**config.mk**
```make
export PLATFORM = sky130hd
export DESIGN_NAME = evr_rx_decoder_flat
export DESIGN_NICKNAME = d
export VERILOG_FILES = /design/src/rtl/evr_rx_decoder_if.sv /design/src/rtl/evr_rx_decoder.sv /design/src/flat_wrapper.sv
export SDC_FILE = /design/constraint.sdc
export NUM_CORES = 1
export LEC_CHECK = 0
export BUFFER_PORTS_ARGS = -buffer_cell sky130_fd_sc_hd__buf_4
export CAP_MARGIN = 20
export CELL_PAD_IN_SITES_DETAIL_PLACEMENT = 1
export CELL_PAD_IN_SITES_GLOBAL_PLACEMENT = 1
export CORE_ASPECT_RATIO = 1.1
export CORE_MARGIN = 2
export CORE_UTILIZATION = 46
export DETAILED_ROUTE_END_ITERATION = 7
export GPL_ROUTABILITY_DRIVEN = 0
export PLACE_DENSITY = 0.89
export SETUP_SLACK_MARGIN = 0.05
export SLEW_MARGIN = 20
export SYNTH_ARGS = -nofsm -noshare
export SYNTH_HDL_FRONTEND = slang
export SYNTH_SLANG_ARGS = --single-unit
```
**constraint.sdc**
```tcl
create_clock -name evrRxClk -period 4.4 [get_ports evrRxClk]
set_input_delay 0.88 -clock evrRxClk [delete_from_list [all_inputs] [get_ports evrRxClk]]
set_output_delay 0.88 -clock evrRxClk [all_outputs]
set_load 0.05 [all_outputs]
```
**src/rtl/evr_rx_decoder_if.sv**
```systemverilog
`default_nettype none
//==============================================================================
// Interface : evr_rx_decoder_if
// Brief     : Recovered link word stream in, decoded event/timing outputs out.
// Revision  : 1.0 - initial release
//==============================================================================
interface evr_rx_decoder_if #(
    parameter int TOD_SECONDS_WIDTH     = 32,
    parameter int DISTRIBUTED_BUS_WIDTH = 8
);
    logic [15:0]                      evrRxData;
    logic [1:0]                       evrRxCharIsK;
    logic [7:0]                       evrEventTDATA;
    logic                             evrEventTVALID;
    logic [DISTRIBUTED_BUS_WIDTH-1:0] evrDistributedBus;
    logic [TOD_SECONDS_WIDTH-1:0]     evrSeconds;
    logic                             evrSecondsValid;
    logic                             evrPPSmarker;
    logic                             evrHeartbeat;
    logic                             evrLinkLocked;
    logic [15:0]                      evrCodeErrorCount;

    // Master is the link receiver side, slave is the decoder.
    modport master (
        output evrRxData, evrRxCharIsK,
        input  evrEventTDATA, evrEventTVALID, evrDistributedBus, evrSeconds,
               evrSecondsValid, evrPPSmarker, evrHeartbeat, evrLinkLocked,
               evrCodeErrorCount
    );

    modport slave (
        input  evrRxData, evrRxCharIsK,
        output evrEventTDATA, evrEventTVALID, evrDistributedBus, evrSeconds,
               evrSecondsValid, evrPPSmarker, evrHeartbeat, evrLinkLocked,
               evrCodeErrorCount
    );
endinterface
`default_nettype wire

```
**src/rtl/evr_rx_decoder.sv**
```systemverilog
`default_nettype none
//==============================================================================
// Module   : evr_rx_decoder
// Brief    : Comma alignment tracking, event/distributed-bus extraction and
//            seconds reconstruction for the event receiver.
// Revision : 1.0 - initial release
//==============================================================================
module evr_rx_decoder #(
    parameter int TOD_SECONDS_WIDTH     = 32,
    parameter int DISTRIBUTED_BUS_WIDTH = 8,
    parameter int COMMA_LOCK_COUNT      = 4,
    parameter int COMMA_TIMEOUT         = 2048
) (
    input  wire logic       evrRxClk,
    input  wire logic       evrRxResetN,
    evr_rx_decoder_if.slave evrBus
);

    localparam int c_lockCntWidth  = $clog2(COMMA_LOCK_COUNT + 1);
    localparam int c_toCntWidth    = $clog2(COMMA_TIMEOUT + 1);
    localparam int c_shiftCntWidth = $clog2(TOD_SECONDS_WIDTH + 2);

    localparam logic [c_lockCntWidth-1:0]  c_lockTarget    = c_lockCntWidth'(COMMA_LOCK_COUNT);
    localparam logic [c_lockCntWidth-1:0]  c_lockOne       = c_lockCntWidth'(1);
    localparam logic [c_toCntWidth-1:0]    c_timeoutTarget = c_toCntWidth'(COMMA_TIMEOUT);
    localparam logic [c_shiftCntWidth-1:0] c_shiftFull     = c_shiftCntWidth'(TOD_SECONDS_WIDTH);
    localparam logic [c_shiftCntWidth-1:0] c_shiftSat      = c_shiftCntWidth'(TOD_SECONDS_WIDTH + 1);

    localparam logic [1:0] c_stHunt    = 2'd0;
    localparam logic [1:0] c_stAcquire = 2'd1;
    localparam logic [1:0] c_stLocked  = 2'd2;

    logic [1:0]                       r_state;
    logic [c_lockCntWidth-1:0]        r_commaCnt;
    logic [c_toCntWidth-1:0]          r_timeoutCnt;
    logic [c_shiftCntWidth-1:0]       r_shiftCnt;
    logic [TOD_SECONDS_WIDTH-1:0]     r_shiftReg;
    logic [TOD_SECONDS_WIDTH-1:0]     r_seconds;
    logic                             r_secondsValid;
    logic [7:0]                       r_eventData;
    logic                             r_eventValid;
    logic [DISTRIBUTED_BUS_WIDTH-1:0] r_distBus;
    logic                             r_pps;
    logic                             r_heartbeat;
    logic                             r_linkLocked;
    logic [15:0]                      r_errCnt;

    logic [7:0]                       w_byte0;
    logic [7:0]                       w_byte1;
    logic                             w_isComma;
    logic                             w_isIllegal;
    logic                             w_isData;
    logic [c_lockCntWidth-1:0]        w_commaCntInc;
    logic [c_toCntWidth-1:0]          w_toCntInc;
    logic                             w_timeout;
    logic                             w_dropLink;
    logic [TOD_SECONDS_WIDTH-1:0]     w_shiftNext;

    assign w_byte0       = evrBus.evrRxData[7:0];
    assign w_byte1       = evrBus.evrRxData[15:8];
    assign w_isComma     = evrBus.evrRxCharIsK[0] && !evrBus.evrRxCharIsK[1] && (w_byte0 == 8'hBC);
    assign w_isIllegal   = evrBus.evrRxCharIsK[1] || (evrBus.evrRxCharIsK[0] && (w_byte0 != 8'hBC));
    assign w_isData      = (evrBus.evrRxCharIsK == 2'b00);
    assign w_commaCntInc = r_commaCnt + 1'b1;
    assign w_toCntInc    = r_timeoutCnt + 1'b1;
    assign w_timeout     = !w_isComma && (r_state != c_stHunt) && (w_toCntInc == c_timeoutTarget);
    assign w_dropLink    = (r_state != c_stHunt) && (w_isIllegal || w_timeout);

    // Code 0x70 shifts in 0, 0x71 shifts in 1: the new bit is byte0[0].
    generate
        if (TOD_SECONDS_WIDTH > 1) begin : g_shiftWide
            assign w_shiftNext = {r_shiftReg[TOD_SECONDS_WIDTH-2:0], w_byte0[0]};
        end else begin : g_shiftNarrow
            assign w_shiftNext = w_byte0[0];
        end
    endgenerate

    always_ff @(posedge evrRxClk) begin
        if (!evrRxResetN) begin
            r_state        <= c_stHunt;
            r_commaCnt     <= '0;
            r_timeoutCnt   <= '0;
            r_shiftCnt     <= '0;
            r_shiftReg     <= '0;
            r_seconds      <= '0;
            r_secondsValid <= 1'b0;
            r_eventData    <= '0;
            r_eventValid   <= 1'b0;
            r_distBus      <= '0;
            r_pps          <= 1'b0;
            r_heartbeat    <= 1'b0;
            r_linkLocked   <= 1'b0;
            r_errCnt       <= '0;
        end else begin
            r_eventValid <= 1'b0;
            r_pps        <= 1'b0;
            r_heartbeat  <= 1'b0;

            if ((r_state != c_stHunt) && w_isIllegal && (r_errCnt != 16'hFFFF)) begin
                r_errCnt <= r_errCnt + 16'd1;
            end

            case (r_state)
                c_stHunt: begin
                    if (w_isComma) begin
                        r_commaCnt   <= c_lockOne;
                        r_timeoutCnt <= '0;
                        if (COMMA_LOCK_COUNT == 1) begin
                            r_state      <= c_stLocked;
                            r_linkLocked <= 1'b1;
                        end else begin
                            r_state <= c_stAcquire;
                        end
                    end
                end

                c_stAcquire: begin
                    if (w_dropLink) begin
                        r_state      <= c_stHunt;
                        r_commaCnt   <= '0;
                        r_timeoutCnt <= '0;
                    end else if (w_isComma) begin
                        r_commaCnt   <= w_commaCntInc;
                        r_timeoutCnt <= '0;
                        if (w_commaCntInc == c_lockTarget) begin
                            r_state      <= c_stLocked;
                            r_linkLocked <= 1'b1;
                        end
                    end else begin
                        r_timeoutCnt <= w_toCntInc;
                    end
                end

                c_stLocked: begin
                    if (w_dropLink) begin
                        r_state        <= c_stHunt;
                        r_commaCnt     <= '0;
                        r_timeoutCnt   <= '0;
                        r_linkLocked   <= 1'b0;
                        r_distBus      <= '0;
                        r_secondsValid <= 1'b0;
                        r_shiftCnt     <= '0;
                    end else begin
                        r_timeoutCnt <= w_isComma ? '0 : w_toCntInc;
                        if (!evrBus.evrRxCharIsK[1]) begin
                            r_distBus <= w_byte1[DISTRIBUTED_BUS_WIDTH-1:0];
                        end
                        if (w_isData && (w_byte0 != 8'h00)) begin
                            r_eventData  <= w_byte0;
                            r_eventValid <= 1'b1;
                            case (w_byte0)
                                8'h70, 8'h71: begin
                                    r_shiftReg <= w_shiftNext;
                                    if (r_shiftCnt != c_shiftSat) begin
                                        r_shiftCnt <= r_shiftCnt + 1'b1;
                                    end
                                end
                                8'h7D: begin
                                    r_pps      <= 1'b1;
                                    r_shiftCnt <= '0;
                                    if (r_shiftCnt == c_shiftFull) begin
                                        r_seconds      <= r_shiftReg;
                                        r_secondsValid <= 1'b1;
                                    end else begin
                                        r_secondsValid <= 1'b0;
                                    end
                                end
                                8'h7A: r_heartbeat <= 1'b1;
                                default: ;
                            endcase
                        end
                    end
                end

                default: r_state <= c_stHunt;
            endcase
        end
    end

    assign evrBus.evrEventTDATA     = r_eventData;
    assign evrBus.evrEventTVALID    = r_eventValid;
    assign evrBus.evrDistributedBus = r_distBus;
    assign evrBus.evrSeconds        = r_seconds;
    assign evrBus.evrSecondsValid   = r_secondsValid;
    assign evrBus.evrPPSmarker      = r_pps;
    assign evrBus.evrHeartbeat      = r_heartbeat;
    assign evrBus.evrLinkLocked     = r_linkLocked;
    assign evrBus.evrCodeErrorCount = r_errCnt;

endmodule
`default_nettype wire

```
**src/flat_wrapper.sv**
```systemverilog
// flat-port wrapper written by rule: the top's interface ports become plain ports
module evr_rx_decoder_flat 
#(
    parameter int TOD_SECONDS_WIDTH     = 32,
    parameter int DISTRIBUTED_BUS_WIDTH = 8,
    parameter int COMMA_LOCK_COUNT      = 4,
    parameter int COMMA_TIMEOUT         = 2048
)
  (evrRxClk, evrRxResetN, evrBus_evrRxData, evrBus_evrRxCharIsK, evrBus_evrEventTDATA, evrBus_evrEventTVALID, evrBus_evrDistributedBus, evrBus_evrSeconds, evrBus_evrSecondsValid, evrBus_evrPPSmarker, evrBus_evrHeartbeat, evrBus_evrLinkLocked, evrBus_evrCodeErrorCount);
  evr_rx_decoder_if #(.TOD_SECONDS_WIDTH(TOD_SECONDS_WIDTH), .DISTRIBUTED_BUS_WIDTH(DISTRIBUTED_BUS_WIDTH)) evrBus_i ();
  input  wire logic evrRxClk;
  input  wire logic evrRxResetN;
  input wire logic [$bits(evrBus_i.evrRxData)-1:0] evrBus_evrRxData;
  input wire logic [$bits(evrBus_i.evrRxCharIsK)-1:0] evrBus_evrRxCharIsK;
  output wire logic [$bits(evrBus_i.evrEventTDATA)-1:0] evrBus_evrEventTDATA;
  output wire logic [$bits(evrBus_i.evrEventTVALID)-1:0] evrBus_evrEventTVALID;
  output wire logic [$bits(evrBus_i.evrDistributedBus)-1:0] evrBus_evrDistributedBus;
  output wire logic [$bits(evrBus_i.evrSeconds)-1:0] evrBus_evrSeconds;
  output wire logic [$bits(evrBus_i.evrSecondsValid)-1:0] evrBus_evrSecondsValid;
  output wire logic [$bits(evrBus_i.evrPPSmarker)-1:0] evrBus_evrPPSmarker;
  output wire logic [$bits(evrBus_i.evrHeartbeat)-1:0] evrBus_evrHeartbeat;
  output wire logic [$bits(evrBus_i.evrLinkLocked)-1:0] evrBus_evrLinkLocked;
  output wire logic [$bits(evrBus_i.evrCodeErrorCount)-1:0] evrBus_evrCodeErrorCount;
  assign evrBus_i.evrRxData = evrBus_evrRxData;
  assign evrBus_i.evrRxCharIsK = evrBus_evrRxCharIsK;
  assign evrBus_evrEventTDATA = evrBus_i.evrEventTDATA;
  assign evrBus_evrEventTVALID = evrBus_i.evrEventTVALID;
  assign evrBus_evrDistributedBus = evrBus_i.evrDistributedBus;
  assign evrBus_evrSeconds = evrBus_i.evrSeconds;
  assign evrBus_evrSecondsValid = evrBus_i.evrSecondsValid;
  assign evrBus_evrPPSmarker = evrBus_i.evrPPSmarker;
  assign evrBus_evrHeartbeat = evrBus_i.evrHeartbeat;
  assign evrBus_evrLinkLocked = evrBus_i.evrLinkLocked;
  assign evrBus_evrCodeErrorCount = evrBus_i.evrCodeErrorCount;
  evr_rx_decoder #(.TOD_SECONDS_WIDTH(TOD_SECONDS_WIDTH), .DISTRIBUTED_BUS_WIDTH(DISTRIBUTED_BUS_WIDTH), .COMMA_LOCK_COUNT(COMMA_LOCK_COUNT), .COMMA_TIMEOUT(COMMA_TIMEOUT)) u_core (.evrRxClk(evrRxClk), .evrRxResetN(evrRxResetN), .evrBus(evrBus_i));
endmodule
```
Yosys cells after proc, flatten, opt, wreduce, memory -nomap -nowiden
Index checks and enable logic that the tools add are counted.
W data, S select, Z words.
{"block": "op_classes", "add_sub_neg": 4, "multipliers": 0, "div": 0, "n_lt_le_gt_ge": 0, "eq_ne": 22, "n_shift": 0, "n_mux": 33, "n_bitwise": 4, "reduce_logical": 37}
{"op": "$mux W12", "count": 3}
{"op": "$eq A8 B7 Y1 const B", "count": 4}
{"op": "$pmux W12 S2", "count": 1}
{"op": "$mux W6", "count": 3}
{"op": "$add A16 B1 Y16 const B", "count": 1}
{"op": "$mux W8", "count": 2}
{"op": "$ne A16 B16 Y1 const B", "count": 1}
{"op": "$reduce_and A4 Y1", "count": 4}
{"op": "$add A12 B1 Y12 const B", "count": 1}
{"op": "$eq A12 B12 Y1 const B", "count": 1}
{"op": "$mux W3", "count": 4}
{"op": "$pmux W6 S2", "count": 1}
{"op": "$mux W1", "count": 11}
{"op": "$mux W2", "count": 5}
{"op": "$ne A2 B1 Y1 const B", "count": 5}
{"op": "$reduce_and A5 Y1", "count": 2}
{"op": "$reduce_bool A2 Y1", "count": 5}
{"op": "$logic_and A1 B1 Y1", "count": 9}
{"op": "$ne A3 B1 Y1 const B", "count": 3}
{"op": "$pmux W3 S3", "count": 1}
{"op": "$eq A8 B8 Y1 const B", "count": 1}
{"op": "$ne A8 B8 Y1 const B", "count": 1}
{"op": "$reduce_bool A8 Y1", "count": 1}
{"op": "$add A6 B1 Y6 const B", "count": 1}
{"op": "other kinds (19)", "count": 29}
{"block": "totals", "reg_bits": 124, "latch_bits": 0, "ram_bits": 0, "romBits": 0, "input_bits": 20, "out_inout_bits": 69, "memories": 0}

Longest topological paths before layout
{"block": "depth", "ltp_word": 10, "mapped_depth": 12, "ltp_nobuf": 8}

Worst setup path after synthesis
OpenSTA, ideal clock, no wires.
{"block": "synth_path", "path_kind": "input to register", "start": "input evrBus_evrRxData[6]", "end": "register u_core.r_seconds[23], in the netlist u_core.evrBus.evrSeconds[23]", "arrival_time_ns": 2.904, "setup_slack_ns": 1.368, "path_stages": 9, "cell_sequence": "or2_2 or4_1 nor2_1 a2111oi_4 a211oi_1 buf_2 buf_2 mux2i_1 nor2_1"}
{"block": "synth_between", "elab_chain_len": 9, "elab_cells_between_ends": 15, "classes_between": "eq/ne: 3; bitwise: 1; reduce/logical: 11"}
{"item": "start: declaration", "line_no": "flat_wrapper.sv:13", "rtl": "input wire logic [$bits(evrBus_i.evrRxData)-1:0] evrBus_evrRxData;"}
{"item": "$eq A8 B8 Y1", "line_no": "evr_rx_decoder.sv:61", "rtl": "assign w_isComma = evrBus.evrRxCharIsK[0] && !evrBus.evrRxCharIsK[1] && (w_byte0 == 8'hBC);"}
{"item": "$logic_and A1 B1 Y1", "line_no": "evr_rx_decoder.sv:61"}
{"item": "$logic_not A1 Y1", "line_no": "evr_rx_decoder.sv:66", "rtl": "assign w_timeout = !w_isComma && (r_state != c_stHunt) && (w_toCntInc == c_timeoutTarget);"}
{"item": "$logic_and A1 B1 Y1 (2 in series)", "line_no": "evr_rx_decoder.sv:66"}
{"item": "$logic_or A1 B1 Y1", "line_no": "evr_rx_decoder.sv:67", "rtl": "assign w_dropLink = (r_state != c_stHunt) && (w_isIllegal || w_timeout);"}
{"item": "$logic_and A1 B1 Y1", "line_no": "evr_rx_decoder.sv:67"}
{"item": "$not A1 Y1 (no line)"}
{"item": "$reduce_and A5 Y1 (no line) (*)"}
{"item": "end signal: assignment", "line_no": "evr_rx_decoder.sv:162", "rtl": "r_seconds <= r_shiftReg;"}
{"item": "end: declaration", "line_no": "evr_rx_decoder.sv:38", "rtl": "logic [TOD_SECONDS_WIDTH-1:0] r_seconds;"}
Mark *: on every way between the ends. The rest lies on a longest branch, timed or not.
A chain may end at the register's enable or synchronous reset.

Final worst setup path
{"block": "layout_path", "start": "register u_core.r_timeoutCnt[0]", "end": "register u_core.r_distBus[3], in the netlist u_core.evrBus.evrDistributedBus[3]"}
{"block": "layout_between", "elab_chain_len": 7, "elab_cells_between_ends": 8, "classes_between": "add/sub: 1; eq/ne: 2; mux: 1; reduce/logical: 4"}
{"item": "start: declaration", "line_no": "evr_rx_decoder.sv:35", "rtl": "logic [c_toCntWidth-1:0] r_timeoutCnt;"}
{"item": "start signal: assignment", "line_no": "evr_rx_decoder.sv:130", "rtl": "r_timeoutCnt <= w_toCntInc;"}
{"item": "start signal: assignment", "line_no": "evr_rx_decoder.sv:144", "rtl": "r_timeoutCnt <= w_isComma ? '0 : w_toCntInc;"}
{"item": "$add A12 B1 Y12 (*)", "line_no": "evr_rx_decoder.sv:65", "rtl": "assign w_toCntInc = r_timeoutCnt + 1'b1;"}
{"item": "$eq A12 B12 Y1 (*)", "line_no": "evr_rx_decoder.sv:66"}
{"item": "$logic_and A1 B1 Y1 (*)", "line_no": "evr_rx_decoder.sv:66"}
{"item": "$logic_or A1 B1 Y1 (*)", "line_no": "evr_rx_decoder.sv:67"}
{"item": "$logic_and A1 B1 Y1 (*)", "line_no": "evr_rx_decoder.sv:67"}
{"item": "$ne A2 B1 Y1 (no line)"}
{"item": "$reduce_and A2 Y1 (no line)"}
{"item": "end signal: assignment", "line_no": "evr_rx_decoder.sv:146", "rtl": "r_distBus <= w_byte1[DISTRIBUTED_BUS_WIDTH-1:0];"}
{"item": "end: declaration", "line_no": "evr_rx_decoder.sv:42", "rtl": "logic [DISTRIBUTED_BUS_WIDTH-1:0] r_distBus;"}
Marks and branches as above.

==> results.toml <==
[drt]
dr.pass1.iters = 5
routed_wirelength_um = 17200
via_per_inst = 5.80
wl_per_cell_um = 20.8
drt_iter0_drc = 256
dr_total_vias = 4773
postRouteAntennaNets = 0
drcViolationCount = 0

[clock_tree]
cts_tree = "yes"
numCtsBuffers = 17
cts_root_buf = "clkbuf_16"
clk_latency_ns = 0.42
cts_hold_repair.buffers = 0
cts_resized = 0
clkTransAtPathRegs_ns = 0.07
cts.sinks = 124
cts_buffer_depth = 2
htree_levels = 4
cts_setup_buffers = 0

[placement]
pre_cts_ws_ns = 0.841
place_area_um2 = 6130
dp_hpwl_um = 9890
dp.cells = 791
io_buffers = 88

[final_layout]
final_area_um2 = 6710
layout_commonest_cell = "dfxtp_1"
most-common-layout-cells = "dfxtp_1 (124), nor2_1 (94), buf_4 (93)"
final_cells = 823
area_growth_pct = 24.5
drive_gt1_frac = 0.204
seq_area_um2 = 2480
final_core_util = 0.586
nets = 692
multiInputGateArea_um2 = 2690
n_antenna_cell = 0
nFillCells = 1251

[hold_path]
worstHoldPathType = "flip-flop to flip-flop"
hold_path.startpoint = "u_core.evrBus.evrEventTDATA[4]$_SDFFE_PN0P_"
hold_depth = 2
worstHoldEndpoint = "u_core.evrBus.evrEventTDATA[4]$_SDFFE_PN0P_"

[logic_synthesis]
synthArstFlopShare = 0
yosys_warnings = 0
netlist_area_um2 = 5390
ys_seq_area_frac = 0.461
syn_nets = 617
synthCells = 585
synth-edff-count = 0
synth_cell_type_count = 51
ys_ff_latch = 124
synth.avg_cell_area_um2 = 9.21
synth_flop_cell = "dfxtp_1"

[sta]
min_period_ns = 3.62
whs_ns = 0.469
drv_slew = 0
setup_viol_count_final = 0
fmax_mhz = 277
layout_setup_ws_ns = 0.785
finalHoldViolations = 0
rsz0062_at_grt = "false"
worstMarginPinSlew_ns = 0.837
skew_ns = 0.0120
period_share = 0.822
relSlewSlack = 0.442
finalSetupTns_ns = 0

[grt]
use_met2 = 0.498
track_usage = 0.281
top_usage_layer = "met2"
gr-usage-met1 = 0.317
grt_max_degree = 85
overflow = 0
antenna_found_initial = 0
grt_pass1_wl_um = 27800
first_global_vias = 5137
use_met3 = 0.0570

[floorplan]
start_util = 0.471
dieHeight_um = 118
rows = 41
ios = 89
design.die.area_um2 = 12600
die_x_um = 107
coreArea_um2 = 11400

[power]
ir_drop_uv = 459
leakagePower_nw = 2.63
finalPower_mw = 2.67
power_density_nw_per_um2 = 398

[setup_path]
cp.required_ns = 4.71
r2r-start = "u_core.r_timeoutCnt[0]$_SDFFE_PN0P_"
r2r_cells = 9
cp_data_arrival_time_ns = 3.92
endpoint_kind = "flip-flop"
worstSetupPathType = "flip-flop to flip-flop"
regToRegSetupSlack_ns = 0.78
cp_max_fo = 16
start_kind = "flip-flop"
critPathLaunch = "u_core.r_timeoutCnt[0]$_SDFFE_PN0P_"
reg2reg_to = "u_core.evrBus.evrDistributedBus[3]$_SDFFE_PN0P_"

[outcome]
status = "finished clean"

[run]
maxCapViolations = 0
==> area by class of cell <==
type / instances / share of cell area
multi-input combinational: 405 / 0.402
sequential: 124 / 0.370
timing repair buffer: 94 / 0.105
clock buffer: 18 / 0.0655
tap: 150 / 0.0280
clock inverter: 14 / 0.0201
inverter: 18 / 0.0101
==> Yosys cell counts (all sizes together), types with 6 or more instances <==
library cell | instances | area, µm²
and3 | 9 | 56.3
a21oi | 22 | 114
nor2 | 94 | 353
clkbuf | 25 | 93.8
nand2 | 50 | 188
o21ai | 7 | 35.0
nor3 | 6 | 30.0
xor2 | 13 | 114
dfxtp | 124 | 2480
ha | 12 | 150
nand4 | 12 | 75.1
a31oi | 6 | 37.5
and2 | 7 | 43.8
buf | 13 | 70.1
xnor2 | 6 | 52.6
a22o | 10 | 87.6
nand3 | 16 | 80.1
mux2i | 79 | 791
inv | 18 | 67.6
==> how the worst max path moves through the flow <==
stage / end / slack, ns / cells past startpoint
2_1_floorplan: u_core.evrBus.evrSeconds[23]$_SDFFE_PN0P_ / 1.37 / 9
3_3_place_gp: u_core.evrBus.evrEventTDATA[6]$_SDFFE_PN0P_ / 1.00 / 9
3_5_place_dp: u_core.evrBus.evrEventTDATA[1]$_SDFFE_PN0P_ / 0.84 / 9
4_1_cts: u_core.evrBus.evrPPSmarker$_SDFF_PP0_ / 0.90 / 9
5_1_grt: u_core.evrBus.evrDistributedBus[3]$_SDFFE_PN0P_ / 0.54 / 9
6_report: u_core.evrBus.evrDistributedBus[3]$_SDFFE_PN0P_ / 0.78 / 9
==> layer usage <==
metal | share of wire | wire length, µm
met2 | 0.53 | 9070
met5 | 0 | 0
met4 | 0.036 | 611
met3 | 0.034 | 591
met1 | 0.40 | 6880
==> worst max-delay path: stages (launching register included) <==
cell and delay, ns:
dfxtp_1 0.52, ha_1 0.39, nand2_1 0.15, nor4_1 0.66
xor2_1 0.15, nor2_1 0.64, a21oi_2 0.12, buf_4 0.23
and4_1 0.34, a22o_1 0.29
==> flip-flops by register name, summed over array words and instances (netlist names) <==
| name | flops |
|---|---|
| u_core.r_commaCnt | 3 |
| u_core.r_shiftReg | 32 |
| u_core.r_shiftCnt | 6 |
| u_core.evrBus.evrSeconds | 32 |
| u_core.evrBus.evrHeartbeat | 1 |
| u_core.evrBus.evrPPSmarker | 1 |
| u_core.evrBus.evrLinkLocked | 1 |
| u_core.evrBus.evrDistributedBus | 8 |
| u_core.evrBus.evrSecondsValid | 1 |
| u_core.r_timeoutCnt | 12 |
| u_core.r_state | 2 |
| u_core.evrBus.evrCodeErrorCount | 16 |
| u_core.evrBus.evrEventTVALID | 1 |
| u_core.evrBus.evrEventTDATA | 8 |
==> kinds of logic after synthesis <==
group           Yosys count  share of synthesized area
mux                      79                      0.147
xor+xnor                 19                     0.0309
buf+inv                  56                     0.0430
flops                   124                      0.461
compound gates           74                      0.101
fa+ha+maj                12                     0.0279
simple gates            221                      0.190
==> power by group <==
group | leakage (nW) | switching [mW] | internal (mW)
clock network | 0.276 | 0.581 | 0.803
registers | 1.00 | 0.0113 | 1.14
logic | 1.35 | 0.0916 | 0.0468
total | 2.63 | 0.684 | 1.99
Note: power is estimated with default switching activity, not from simulation.
